--- config.mk ---
export PLATFORM = sky130hd
export DESIGN_NAME = mult_datapath_flat
export DESIGN_NICKNAME = d
export VERILOG_FILES = /design/src/rtl/mult_datapath_pkg.sv /design/src/rtl/mult_datapath_if.sv /design/src/rtl/mult_datapath_counter.sv /design/src/rtl/mult_datapath.sv /design/src/flat_wrapper.sv
export SDC_FILE = /design/constraint.sdc
export NUM_CORES = 1
export LEC_CHECK = 0
export ABC_AREA = 0
export BUFFER_PORTS_ARGS = -buffer_cell sky130_fd_sc_hd__buf_2
export CAP_MARGIN = 20
export CORE_ASPECT_RATIO = 0.75
export CORE_MARGIN = 5
export CORE_UTILIZATION = 45
export CTS_CLUSTER_DIAMETER = 30
export DETAILED_ROUTE_END_ITERATION = 7
export GPL_ROUTABILITY_DRIVEN = 0
export PLACE_DENSITY_LB_ADDON = 0.12
export SYNTH_ARGS = -nofsm -noshare
export SYNTH_HDL_FRONTEND = slang
export SYNTH_SLANG_ARGS = --single-unit
--- constraint.sdc ---
create_clock -name clk -period 2.4 [get_ports clk]
set_input_delay 0.48 -clock clk [delete_from_list [all_inputs] [get_ports clk]]
set_output_delay 0.48 -clock clk [all_outputs]
set_load 0.02 [all_outputs]
--- src/rtl/mult_datapath_pkg.sv ---
// Shared definitions for the shift-add multiplier: operand width, counter width
// and the command encodings that the FSM drives into the datapath.
package mult_datapath_pkg;

    localparam int unsigned MULT_WIDTH = 32;
    localparam int unsigned MULT_CNT_W = $clog2(MULT_WIDTH + 1);

    typedef enum logic [1:0] {
        B_SEL_HOLD = 2'b00,
        B_SEL_LOAD = 2'b01,
        B_SEL_CLR  = 2'b10,
        B_SEL_RSVD = 2'b11
    } b_sel_t;

    typedef enum logic [1:0] {
        A_SEL_HOLD = 2'b00,
        A_SEL_CLR  = 2'b01,
        A_SEL_ADD  = 2'b10,
        A_SEL_SHR  = 2'b11
    } a_sel_t;

    typedef enum logic [1:0] {
        Q_SEL_HOLD = 2'b00,
        Q_SEL_LOAD = 2'b01,
        Q_SEL_SHR  = 2'b10,
        Q_SEL_CLR  = 2'b11
    } q_sel_t;

    typedef enum logic [1:0] {
        N_SEL_HOLD = 2'b00,
        N_SEL_LOAD = 2'b01,
        N_SEL_DEC  = 2'b10,
        N_SEL_CLR  = 2'b11
    } n_sel_t;

endpackage

--- src/rtl/mult_datapath_if.sv ---
// Command/status/operand bundle between the multiplier FSM (master) and the
// datapath (slave).
interface mult_datapath_if
    import mult_datapath_pkg::*;
#(
    parameter int unsigned WIDTH = MULT_WIDTH
);

    logic [WIDTH-1:0]   mcand_in;
    logic [WIDTH-1:0]   mplier_in;
    b_sel_t             B_sel;
    q_sel_t             Q_sel;
    a_sel_t             A_sel;
    n_sel_t             N_sel;
    logic               Qsub0;
    logic               N_EQ_0;
    logic [2*WIDTH-1:0] product;

    modport master (
        output mcand_in, mplier_in, B_sel, Q_sel, A_sel, N_sel,
        input  Qsub0, N_EQ_0, product
    );

    modport slave (
        input  mcand_in, mplier_in, B_sel, Q_sel, A_sel, N_sel,
        output Qsub0, N_EQ_0, product
    );

endinterface

--- src/rtl/mult_datapath_counter.sv ---
// Iteration counter N: load WIDTH, saturating decrement, clear, and a zero flag.
module mult_down_counter
    import mult_datapath_pkg::*;
#(
    parameter int unsigned WIDTH = MULT_WIDTH,
    parameter int unsigned CNT_W = $clog2(WIDTH + 1)
) (
    input  logic   clk,
    input  logic   reset,
    input  n_sel_t n_sel,
    output logic   n_eq_0
);

    logic [CNT_W-1:0] n_q;

    always_ff @(posedge clk) begin
        if (reset) begin
            n_q <= '0;
        end else begin
            case (n_sel)
                N_SEL_HOLD: n_q <= n_q;
                N_SEL_LOAD: n_q <= CNT_W'(WIDTH);
                // Saturate at zero so extra decrements never wrap to all-ones.
                N_SEL_DEC:  if (n_q != '0) n_q <= n_q - 1'b1;
                N_SEL_CLR:  n_q <= '0;
                default:    n_q <= n_q;
            endcase
        end
    end

    assign n_eq_0 = (n_q == '0);

endmodule

--- src/rtl/mult_datapath.sv ---
// Shift-add multiplier datapath: B, A with carry C, Q and the N counter,
// driven by FSM select commands; the product is {A,Q}.
module mult_datapath
    import mult_datapath_pkg::*;
#(
    parameter int unsigned WIDTH = MULT_WIDTH,
    parameter int unsigned CNT_W = $clog2(WIDTH + 1)
) (
    input  logic          clk,
    input  logic          reset,
    mult_datapath_if.slave bus
);

    logic [WIDTH-1:0] b_q;
    logic [WIDTH-1:0] a_q;
    logic [WIDTH-1:0] q_q;
    logic             c_q;
    logic [WIDTH:0]   sum;

    // Full WIDTH+1 add so the carry out of A is kept in C.
    assign sum = {1'b0, a_q} + {1'b0, b_q};

    always_ff @(posedge clk) begin
        if (reset) begin
            b_q <= '0;
        end else begin
            case (bus.B_sel)
                B_SEL_HOLD: b_q <= b_q;
                B_SEL_LOAD: b_q <= bus.mcand_in;
                B_SEL_CLR:  b_q <= '0;
                B_SEL_RSVD: b_q <= b_q;
                default:    b_q <= b_q;
            endcase
        end
    end

    always_ff @(posedge clk) begin
        if (reset) begin
            a_q <= '0;
            c_q <= 1'b0;
        end else begin
            case (bus.A_sel)
                A_SEL_HOLD: begin
                    a_q <= a_q;
                    c_q <= c_q;
                end
                A_SEL_CLR: begin
                    a_q <= '0;
                    c_q <= 1'b0;
                end
                A_SEL_ADD: begin
                    a_q <= sum[WIDTH-1:0];
                    c_q <= sum[WIDTH];
                end
                A_SEL_SHR: begin
                    a_q <= {c_q, a_q[WIDTH-1:1]};
                    c_q <= 1'b0;
                end
                default: begin
                    a_q <= a_q;
                    c_q <= c_q;
                end
            endcase
        end
    end

    // Shift takes the pre-edge A[0], so pairing with an A add or shift stays
    // a single right shift of {C,A,Q}.
    always_ff @(posedge clk) begin
        if (reset) begin
            q_q <= '0;
        end else begin
            case (bus.Q_sel)
                Q_SEL_HOLD: q_q <= q_q;
                Q_SEL_LOAD: q_q <= bus.mplier_in;
                Q_SEL_SHR:  q_q <= {a_q[0], q_q[WIDTH-1:1]};
                Q_SEL_CLR:  q_q <= '0;
                default:    q_q <= q_q;
            endcase
        end
    end

    mult_down_counter #(
        .WIDTH (WIDTH),
        .CNT_W (CNT_W)
    ) u_counter (
        .clk    (clk),
        .reset  (reset),
        .n_sel  (bus.N_sel),
        .n_eq_0 (bus.N_EQ_0)
    );

    assign bus.Qsub0   = q_q[0];
    assign bus.product = {a_q, q_q};

endmodule

--- src/flat_wrapper.sv ---
// flat-port wrapper written by rule: the top's interface ports become plain ports
module mult_datapath_flat import mult_datapath_pkg::*;
#(
    parameter int unsigned WIDTH = MULT_WIDTH,
    parameter int unsigned CNT_W = $clog2(WIDTH + 1)
)
  (clk, reset, bus_mcand_in, bus_mplier_in, bus_B_sel, bus_Q_sel, bus_A_sel, bus_N_sel, bus_Qsub0, bus_N_EQ_0, bus_product);
  mult_datapath_if #(.WIDTH(WIDTH)) bus_i ();
  input  logic clk;
  input  logic reset;
  input wire logic [$bits(bus_i.mcand_in)-1:0] bus_mcand_in;
  input wire logic [$bits(bus_i.mplier_in)-1:0] bus_mplier_in;
  input wire logic [$bits(bus_i.B_sel)-1:0] bus_B_sel;
  input wire logic [$bits(bus_i.Q_sel)-1:0] bus_Q_sel;
  input wire logic [$bits(bus_i.A_sel)-1:0] bus_A_sel;
  input wire logic [$bits(bus_i.N_sel)-1:0] bus_N_sel;
  output wire logic [$bits(bus_i.Qsub0)-1:0] bus_Qsub0;
  output wire logic [$bits(bus_i.N_EQ_0)-1:0] bus_N_EQ_0;
  output wire logic [$bits(bus_i.product)-1:0] bus_product;
  assign bus_i.mcand_in = bus_mcand_in;
  assign bus_i.mplier_in = bus_mplier_in;
  assign bus_i.B_sel = bus_B_sel;
  assign bus_i.Q_sel = bus_Q_sel;
  assign bus_i.A_sel = bus_A_sel;
  assign bus_i.N_sel = bus_N_sel;
  assign bus_Qsub0 = bus_i.Qsub0;
  assign bus_N_EQ_0 = bus_i.N_EQ_0;
  assign bus_product = bus_i.product;
  mult_datapath #(.WIDTH(WIDTH), .CNT_W(CNT_W)) u_core (.clk(clk), .reset(reset), .bus(bus_i));
endmodule
==> results of run 1 <==
==> worst reg2reg max path, stage by stage, from the launching register on <==
cell and delay (ns):
dfxtp_4 0.36, ha_4 0.13, inv_2 0.03, fa_2 0.34, nor2b_2 0.15, o21ai_2 0.09, a21boi_2 0.20, o21ai_2 0.10
a211oi_4 0.29, buf_4 0.18, a21boi_2 0.05, or3_1 0.30, a311oi_1 0.25
==> flip-flops by register name, summed over array words and instances, names as in the netlist <==
register	flops
u_core.c_q	1
u_core.u_counter.n_q	6
u_core.q_q	32
u_core.a_q	32
u_core.b_q	32
==> through the flow <==
stage	TNS, ns	cell area, um2	cells	total power, mW	hold slack (ns)
final	-1.32	7920	1081	4.29	0.348
after global routing	-3.26	7920	1081	4.47	0.349
after CTS	-0.614	7860	1078	4.32	0.337
after detailed placement	-3.66	7400	1054	2.72	0.511
after global placement	-1.79	7400	1054	2.69	0.498
after floorplan	-0.361	6190	737	2.41	0.465
==> power breakdown <==
part           leakage (nW)  total [mW]  internal, mW  switching [mW]
Sequential            0.847        1.86          1.79          0.0702
Combinational          2.55       0.843         0.355           0.488
Clock                 0.158        1.58         0.903           0.678
==> cell families after synthesis <==
logic type                 synth area share
AOI/OAI and AO/OA                     0.268
xor gates and xnor gates             0.0404
adders and majority gates            0.0755
buffers and inverters                0.0489
DFF                                   0.340
muxes                                0.0609
and+or+nand+nor                       0.166
==> synthesized netlist by cell type, types with 3 or more instances <==
cell type	n
dfxtp_1	103
nor2b_1	5
o22ai_1	9
a22oi_1	57
xnor2_1	17
ha_1	35
and3_1	4
nor3_1	11
nor2_1	134
buf_1	5
inv_1	13
o21ai_0	26
a21oi_1	70
a32o_1	3
o21ai_1	6
a21o_1	13
nand2b_1	3
mux2i_1	32
a21oi_2	3
nand3_1	12
nand2_1	36
clkbuf_1	48
nand4_1	8
o21a_1	8
a211o_1	3
a211oi_1	3
o21bai_1	4
xor2_1	11
mux2_2	3
o21ai_2	3
==> worst max-delay path by stage <==
stage / slack [ns] / endpoint / cells after the start / startpoint
after floorplan: -0.20 / u_core.a_q[28]$_SDFFE_PP0P_ / 12 / u_core.a_q[0]$_SDFFE_PP0P_
after global placement: -0.36 / u_core.a_q[28]$_SDFFE_PP0P_ / 12 / u_core.b_q[0]$_SDFFE_PP0N_
after detailed placement: -0.43 / u_core.a_q[28]$_SDFFE_PP0P_ / 12 / u_core.b_q[0]$_SDFFE_PP0N_
after CTS: -0.12 / u_core.a_q[18]$_SDFFE_PP0P_ / 12 / u_core.a_q[0]$_SDFFE_PP0P_
after global routing: -0.31 / u_core.a_q[28]$_SDFFE_PP0P_ / 12 / u_core.a_q[0]$_SDFFE_PP0P_
final: -0.17 / u_core.a_q[18]$_SDFFE_PP0P_ / 12 / u_core.a_q[0]$_SDFFE_PP0P_
==> routing by layer <==
metal | vias up | wire (um) | global-route usage
met1 | 2900 | 8900 | 0.326
li1 | 2978 | - | -
met3 | 15 | 1360 | 0.0519
met4 | 0 | 160 | 0.0496
met5 | - | 0 | 0
met2 | 221 | 8250 | 0.346
==> cell type report <==
cell class / count / area, um2 / share of cell area
multi-input combinational: 561 / 3920 / 0.495
sequential: 103 / 2090 / 0.264
timing repair buffer: 216 / 1330 / 0.167
clock buffer: 12 / 268 / 0.0338
tap: 171 / 214 / 0.0270
clock inverter: 4 / 52.6 / 0.00664
inverter: 14 / 52.6 / 0.00664
==> timing repair <==
item | in CTS | in global routing
pin swaps | 22 | 16
resized for setup | 20 | 12
endpoints found under the hold margin | 0 | 0
endpoints found under the setup margin | 21 | 19
setup buffers | 8 | 4
==> results.py, run 1 <==
metrics = {
    "status": {
        "status": "finished with violations",
        "violations": "negative setup slack",
    },
    "sta": {
        "hold_viol": 0,
        "max_freq_ghz": 0.389,
        "setup_viol": 13,
        "period_minus_slack_ns": 2.57,
        "skew_ns": 0.0112,
        "maxSlewViolCount": 0,
        "fin_crit_sh": 1.07,
        "rsz0062_at_grt": "yes",
        "layout_setup_ws_ns": -0.173,
        "tightestPinTransition_ns": 0.538,
        "relSlewSlack": 0.641,
    },
    "clock_tree": {
        "worstSkewPairLatency_ns": 0.36,
        "cts_tree": "yes",
        "cts-htree-levels": 3,
        "clk_path_buf_depth": 2,
        "cts.clk_slew.worst_paths_ns": 0.07,
        "cts_buffers": 9,
        "clockRootBuffer": "clkbuf_16",
        "hold_buffers": 0,
        "cts.sinks": 103,
    },
    "global_routing": {
        "grt_use_total": 0.227,
        "grt_max_degree": 39,
        "grt_pass1_wl_mm": 29.7,
        "overflow": 0,
        "grt_pass1_vias": 5802,
        "antenna_found_initial": 0,
    },
    "die": {
        "dieWidth_um": 144,
        "initial_core_util": 0.463,
        "num_rows": 36,
        "core_mm2": 0.0131,
        "die_area_mm2": 0.0159,
        "die_y_um": 111,
        "io_pins": 140,
    },
    "yosys": {
        "syn-cell-area_mm2": 0.00606,
        "synth_top_area_share": 0.340,
        "async_reset_ff_frac": 0,
        "ys_seq_area_frac": 0.340,
        "synth_area_leader_cell": "dfxtp_1",
        "synthFlopType": "dfxtp_1",
        "synth_edf_count": 0,
        "syn_nets": 847,
        "synth.distinct_cells": 67,
        "yosys_register_bits": 103,
        "syn-mean-instance-area_um2": 8.23,
        "synthTopCellsByArea": "dfxtp_1 34%, nor2_1 8.3%, ha_1 7.2%, a22oi_1 7.1%, a21oi_1 5.8%",
        "yosysWarnings": 0,
        "synthCells": 737,
    },
    "setup_path": {
        "crit_type": "flop to flop",
        "cp_max_fo": 3,
        "critical_path_required_ns": 2.67,
        "cp_top_family": "compound AO/OA/AOI/OAI gates",
        "start_kind": "flop",
        "critical-path-max-stage-delay_ns": 0.36,
        "worst_path_max_delay_cell": "dfxtp_4",
        "path_cells": "ha_4, inv_2, fa_2, nor2b_2, o21ai_2, a21boi_2, o21ai_2, a211oi_4, buf_4, a21boi_2, or3_1, a311oi_1",
        "rr_worst_depth": 12,
        "arrival_ns": 2.85,
        "crit_path_end_kind": "flop",
        "r2r_end": "u_core.a_q[18]$_SDFFE_PP0P_",
        "critPathBufInv": 2,
        "reg2reg_from": "u_core.a_q[0]$_SDFFE_PP0P_",
        "r2r_setup_slack_ns": -0.17,
    },
    "cells_and_area": {
        "fillers": 1166,
        "final_cell_mix": "138 x buf_2, 131 x nor2_1, 89 x dfxtp_1",
        "antenna_cells": 0,
        "fin_util": 0.604,
        "area_growth_pct": 30.5,
        "drive_gt1_frac": 0.334,
        "final_common_cell": "buf_2",
        "fin_nets": 1015,
    },
    "hold_path": {
        "min_path_cells": 3,
        "min_path_type": "input pin to flop",
        "hold_path_end": "u_core.q_q[0]$_SDFFE_PP0P_",
        "hp-start": "bus_mplier_in[0]",
    },
    "drt": {
        "via_count": 6114,
        "routed_wl_mm": 18.7,
        "final_antenna_net_count": 0,
        "drt_drc_violations_left": 0,
        "drtIter0Drc": 517,
        "wl_per_cell_um": 17.3,
        "vias_per_cell": 5.66,
        "first_pass_iters": 5,
    },
    "power": {
        "leakage_nw": 3.56,
        "peakVddDrop_v": 0.000488,
        "power.density_mw_per_mm2": 541,
    },
    "run": {
        "cap_violations": 0,
    },
    "place": {
        "portBuffers": 139,
        "dp_hpwl_mm": 13.8,
        "place_ws_ns": -0.431,
    },
}
Note: power is estimated with default switching activity, not from simulation.
==> run 2, diff against run 1 <==
--- a/config.mk
+++ b/config.mk
@@ -10,7 +10,7 @@
 export CAP_MARGIN = 20
 export CORE_ASPECT_RATIO = 0.75
 export CORE_MARGIN = 5
-export CORE_UTILIZATION = 45
+export CORE_UTILIZATION = 49
 export CTS_CLUSTER_DIAMETER = 30
 export DETAILED_ROUTE_END_ITERATION = 7
 export GPL_ROUTABILITY_DRIVEN = 0
==> constraint.sdc (replaced) <==
create_clock -name clk -period 2.4 [get_ports clk]
set_input_delay 0.48 -clock clk [delete_from_list [all_inputs] [get_ports clk]]
set_output_delay 0.48 -clock clk [all_outputs]
set_load 0.05 [all_outputs]
==> results.py, run 2 (same netlist as run 1, synthesis figures left out) <==
metrics = {
    "cells_and_area": {
        "drive_gt1_frac": 0.350,
        "final_cell_mix": "138 x buf_2, 130 x nor2_1, 78 x dfxtp_1",
        "antenna_cells": 0,
        "area_growth_pct": 30.7,
        "design_area_mm2": 0.00793,
        "final_common_cell": "buf_2",
        "multi_input_area_mm2": 0.00396,
        "fin_nets": 1016,
        "largest_registers": "u_core.a_q x32, u_core.b_q x32, u_core.q_q x32",
        "fillers": 1057,
        "register_area_mm2": 0.00212,
        "layoutNonFillerInstCount": 1077,
    },
    "setup_path": {
        "arrival_ns": 2.80,
        "start_kind": "flop",
        "path_cells": "ha_4, inv_2, fa_2, nor2b_1, o21ai_2, a21boi_2, o21ai_2, a211oi_4, a211oi_4, o31ai_4, nor2_1, or3_1",
        "crit_type": "flop to flop",
        "crit_path_end_kind": "flop",
        "cp_max_fo": 4,
        "critical_path_required_ns": 2.64,
        "r2r_setup_slack_ns": -0.16,
        "worst_path_max_delay_cell": "dfxtp_4",
        "critical-path-max-stage-delay_ns": 0.36,
    },
    "sta": {
        "tightestPinTransition_ns": 0.555,
        "setup_viol": 14,
        "rsz0062_at_grt": "yes",
        "period_minus_slack_ns": 2.56,
        "hold_viol": 0,
        "maxSlewViolCount": 0,
        "relSlewSlack": 0.630,
        "max_freq_ghz": 0.390,
        "layout_setup_ws_ns": -0.162,
        "skew_ns": 0.00922,
        "fin_crit_sh": 1.07,
    },
    "place": {
        "portBuffers": 139,
        "postPlaceCellArea_mm2": 0.00741,
        "place_ws_ns": -0.362,
        "dp_hpwl_mm": 13.3,
        "dp.cells": 1053,
    },
    "die": {
        "initial_core_util": 0.496,
        "die_y_um": 106,
        "dieWidth_um": 138,
        "die_area_mm2": 0.0147,
        "num_rows": 35,
        "core_mm2": 0.0122,
        "io_pins": 140,
    },
    "clock_tree": {
        "cts_buffers": 9,
        "cts_tree": "yes",
        "clockRootBuffer": "clkbuf_16",
        "cts.clk_slew.worst_paths_ns": 0.08,
        "worstSkewPairLatency_ns": 0.36,
        "hold_buffers": 0,
        "clk_path_buf_depth": 2,
        "cts.sinks": 103,
        "cts-htree-levels": 3,
    },
    "global_routing": {
        "overflow": 0,
        "grt_use_total": 0.243,
        "antenna_found_initial": 1,
        "grt_pass1_vias": 5991,
        "grt_pass1_wl_mm": 29.8,
        "grt_max_degree": 39,
    },
    "power": {
        "leakage_nw": 3.56,
        "power.density_mw_per_mm2": 539,
        "power_frac_clock": 0.348,
        "internal_power_mw": 2.87,
        "power.switching_mw": 1.40,
        "switching_share": 0.328,
        "power_mw": 4.27,
        "combPwrFrac": 0.218,
        "power.share.sequential": 0.434,
        "peakVddDrop_v": 0.000336,
    },
    "drt": {
        "drtIter0Drc": 318,
        "routed_wl_mm": 18.3,
        "first_pass_iters": 5,
        "vias_per_cell": 5.71,
        "final_antenna_net_count": 0,
        "via_count": 6146,
        "drt_drc_violations_left": 0,
        "wl_per_cell_um": 17.0,
    },
    "run": {
        "cap_violations": 0,
    },
    "hold_path": {
        "min_path_type": "input pin to flop",
    },
    "status": {
        "status": "finished with violations",
        "violations": "negative setup slack",
    },
}
## run 2: cell types whose count changed in the layout (fill, tap and decap cells not counted), sizes merged
cell | before | now
bufinv | 1 | 0
clkbuf | 12 | 9
inv | 14 | 19
buf | 216 | 217
clkinv | 3 | 2
## run 2: power groups by stage
stage               sequential (mW)  combinational (mW)  clock (mW)
floorplan                      2.01               0.500           0
global placement               1.89               0.872           0
detailed placement             1.89               0.901           0
CTS                            1.85               0.915        1.52
global route                   1.87                1.02        1.58
finish                         1.86               0.933        1.49
## run 2: cell type report
cell class | instances | area share
Inverter | 14 | 0.00663
Multi-Input combinational cell | 561 | 0.499
Clock buffer | 9 | 0.0284
Tap cell | 166 | 0.0262
Timing Repair Buffer | 217 | 0.164
Sequential cell | 103 | 0.267
Clock inverter | 7 | 0.00900
## run 2: timing repair
item / CTS / global route
gates resized for setup: 15 / 25
pin swaps: 22 / 17
setup endpoints to repair: 18 / 24
gates cloned: 0 / 0
buffers inserted: 6 / 3
## run 2: path summary, 6_finish.rpt
| kind | startpoint | endpoint | cells past startpoint |
|---|---|---|---|
| worst max-delay path | u_core.a_q[0]$_SDFFE_PP0P_ | u_core.a_q[28]$_SDFFE_PP0P_ | 12 |
| worst min-delay path | bus_mplier_in[14] | u_core.q_q[14]$_SDFFE_PP0P_ | 3 |
| worst max register to register | u_core.a_q[0]$_SDFFE_PP0P_ | u_core.a_q[28]$_SDFFE_PP0P_ | 12 |
| worst min register to register | u_core.a_q[20]$_SDFFE_PP0P_ | u_core.a_q[20]$_SDFFE_PP0P_ | 2 |
## run 2: stage by stage
stage,setup TNS (ns),hold slack (ns),utilization
after floorplan,-0.853,0.465,-
after global placement,-1.39,0.480,0.607
after detailed placement,-2.32,0.485,0.607
after CTS,-0.941,0.339,0.638
after global routing,-3.56,0.347,0.649
final,-1.17,0.341,0.649
## run 2: critical path, delay by kind of cell, from the launching register on
kind | cells | cell delay (ns)
compound gates | 6 | 1.00
flops | 1 | 0.36
fa+ha+maj | 2 | 0.46
buf+inv | 1 | 0.03
simple gates | 3 | 0.57
## run 2: metal layers
| layer | share of wire | vias up | global-route usage |
|---|---|---|---|
| met5 | 0.00060 | - | 0 |
| met4 | 0.0097 | 2 | 0.0543 |
| met3 | 0.061 | 20 | 0.0571 |
| met2 | 0.47 | 203 | 0.408 |
| met1 | 0.46 | 2938 | 0.320 |
| li1 | - | 2983 | - |
==> run 3, diff against run 2 <==
--- a/config.mk
+++ b/config.mk
@@ -6,15 +6,15 @@
 export NUM_CORES = 1
 export LEC_CHECK = 0
 export ABC_AREA = 0
+export ABC_CLOCK_PERIOD_IN_PS = 2400
 export BUFFER_PORTS_ARGS = -buffer_cell sky130_fd_sc_hd__buf_2
 export CAP_MARGIN = 20
 export CORE_ASPECT_RATIO = 0.75
-export CORE_MARGIN = 5
 export CORE_UTILIZATION = 49
 export CTS_CLUSTER_DIAMETER = 30
 export DETAILED_ROUTE_END_ITERATION = 7
 export GPL_ROUTABILITY_DRIVEN = 0
-export PLACE_DENSITY_LB_ADDON = 0.12
+export PLACE_DENSITY_LB_ADDON = 0.05
 export SYNTH_ARGS = -nofsm -noshare
 export SYNTH_HDL_FRONTEND = slang
 export SYNTH_SLANG_ARGS = --single-unit
==> results.py, run 3 (same netlist as run 1, synthesis figures left out) <==
metrics = {
    "drt": {
        "wl_per_cell_um": 16.3,
        "routed_wl_mm": 17.3,
        "drt_drc_violations_left": 0,
        "drtIter0Drc": 382,
        "final_antenna_net_count": 0,
        "first_pass_iters": 4,
        "via_count": 6054,
        "vias_per_cell": 5.67,
    },
    "setup_path": {
        "rr_worst_depth": 12,
        "critPathLaunch": "u_core.a_q[0]$_SDFFE_PP0P_",
        "cp_max_fo": 4,
        "crit_path_end_kind": "flop",
        "critical-path-max-stage-delay_ns": 0.36,
        "critical_path_required_ns": 2.63,
        "reg2reg_from": "u_core.a_q[0]$_SDFFE_PP0P_",
        "r2r_end": "u_core.a_q[28]$_SDFFE_PP0P_",
        "start_kind": "flop",
        "arrival_ns": 2.80,
        "endpoint": "u_core.a_q[28]$_SDFFE_PP0P_",
        "crit_type": "flop to flop",
        "r2r_setup_slack_ns": -0.17,
        "path_cells": "ha_4, inv_2, fa_2, nor2b_2, o21ai_2, a21boi_2, o21ai_2, a211oi_4, a211oi_4, o31ai_4, nor2_1, or3_1",
        "worst_path_max_delay_cell": "dfxtp_4",
    },
    "global_routing": {
        "grt_use_total": 0.277,
        "overflow": 0,
        "antenna_found_initial": 0,
        "grt_pass1_vias": 5771,
        "grt_max_degree": 42,
        "grt_pass1_wl_mm": 28.5,
    },
    "cells_and_area": {
        "layoutNonFillerInstCount": 1067,
        "fin_nets": 1009,
        "area_growth_pct": 30.3,
        "fillers": 1057,
        "largest_registers": "u_core.a_q x32, u_core.b_q x32, u_core.q_q x32",
        "final_cell_mix": "138 x buf_2, 130 x nor2_1, 78 x dfxtp_1",
        "register_area_mm2": 0.00212,
        "final_common_cell": "buf_2",
        "multi_input_area_mm2": 0.00397,
        "drive_gt1_frac": 0.350,
        "design_area_mm2": 0.00790,
    },
    "power": {
        "power.density_mw_per_mm2": 538,
        "leakage_nw": 3.53,
        "peakVddDrop_v": 0.000346,
    },
    "hold_path": {
        "min_path_cells": 3,
        "min_path_type": "input pin to flop",
    },
    "die": {
        "initial_core_util": 0.513,
        "dieWidth_um": 130,
        "num_rows": 34,
        "die_area_mm2": 0.0128,
        "core_mm2": 0.0118,
        "io_pins": 140,
        "die_y_um": 98.3,
    },
    "clock_tree": {
        "cts.clk_slew.worst_paths_ns": 0.08,
        "cts.sinks": 103,
        "worstSkewPairLatency_ns": 0.35,
        "cts_tree": "yes",
        "cts-htree-levels": 3,
        "clockRootBuffer": "clkbuf_16",
        "cts_buffers": 9,
        "clk_path_buf_depth": 2,
    },
    "place": {
        "dp_hpwl_mm": 12.3,
        "portBuffers": 139,
        "dp.cells": 1042,
        "postPlaceCellArea_mm2": 0.00737,
        "place_ws_ns": -0.349,
    },
    "sta": {
        "maxSlewViolCount": 0,
        "period_minus_slack_ns": 2.57,
        "rsz0062_at_grt": "yes",
        "max_freq_ghz": 0.389,
        "hold_viol": 0,
        "layout_setup_ws_ns": -0.170,
        "relSlewSlack": 0.583,
        "tightestPinTransition_ns": 0.626,
        "skew_ns": 0.00783,
        "setup_viol": 11,
        "fin_crit_sh": 1.07,
    },
    "run": {
        "cap_violations": 0,
    },
    "status": {
        "violations": "negative setup slack",
        "status": "finished with violations",
    },
}
-- run 3: cell types whose count changed in the layout (fill, tap and decap cells not counted), sizes merged --
cell      delta
clkinvlp     +1
diode        +1
inv          -1
buf          -7
-- run 3: worst min path at each step --
stage                                start                     endpoint  slack (ns)
6_report                 bus_mplier_in[15]  u_core.q_q[15]$_SDFFE_PP0P_        0.34
5_1_grt                   bus_mplier_in[9]   u_core.q_q[9]$_SDFFE_PP0P_        0.36
4_1_cts                  bus_mplier_in[24]  u_core.q_q[24]$_SDFFE_PP0P_        0.34
3_5_place_dp   u_core.a_q[20]$_SDFFE_PP0P_  u_core.a_q[20]$_SDFFE_PP0P_        0.49
3_3_place_gp   u_core.a_q[20]$_SDFFE_PP0P_  u_core.a_q[20]$_SDFFE_PP0P_        0.48
2_1_floorplan  u_core.b_q[30]$_SDFFE_PP0N_  u_core.b_q[30]$_SDFFE_PP0N_        0.46
-- run 3: repair_timing --
action / CTS / global route
setup endpoints to repair: 19 / 22
resized for setup: 15 / 29
gates cloned: 0 / 0
hold buffers: 0 / 0
pin swaps: 21 / 14
buffers inserted: 7 / 2
-- run 3: where the power goes --
group | internal (mW) | total (mW) | switching (mW)
Clock | 0.738 | 1.47 | 0.737
Sequential | 1.79 | 1.85 | 0.0677
Combinational | 0.344 | 0.925 | 0.581
-- run 3: metrics by stage --
stage / TNS (ns) / hold WS [ns] / util / total power, mW
6_report: -0.758 / 0.345 / 0.668 / 4.25
5_1_grt: -3.29 / 0.357 / 0.668 / 4.46
4_1_cts: -0.848 / 0.345 / 0.657 / 4.26
3_5_place_dp: -2.18 / 0.486 / 0.623 / 2.79
3_3_place_gp: -1.57 / 0.482 / 0.623 / 2.76
2_1_floorplan: -0.853 / 0.465 / - / 2.51
-- run 3: worst max-delay path, delay by kind of cell, from the launching register on --
kind | cells | cell delay, ns
compound gates | 6 | 1.08
simple gates | 3 | 0.49
fa+ha+maj | 2 | 0.47
flops | 1 | 0.36
buf+inv | 1 | 0.03
-- run 3: per-layer routing --
metal,GRT usage,share of wire
met4,0.0645,0.012
met3,0.0564,0.056
met2,0.430,0.45
met1,0.392,0.48
met5,0,0
-- run 3: final cells by class --
cell class,count,area share
flip-flops and latches,103,0.268
diodes,1,0.000317
clock inverters,7,0.00918
well taps,162,0.0257
inverters,14,0.00665
repair buffers,210,0.159
clock buffers,9,0.0285
multi-input cells,561,0.503
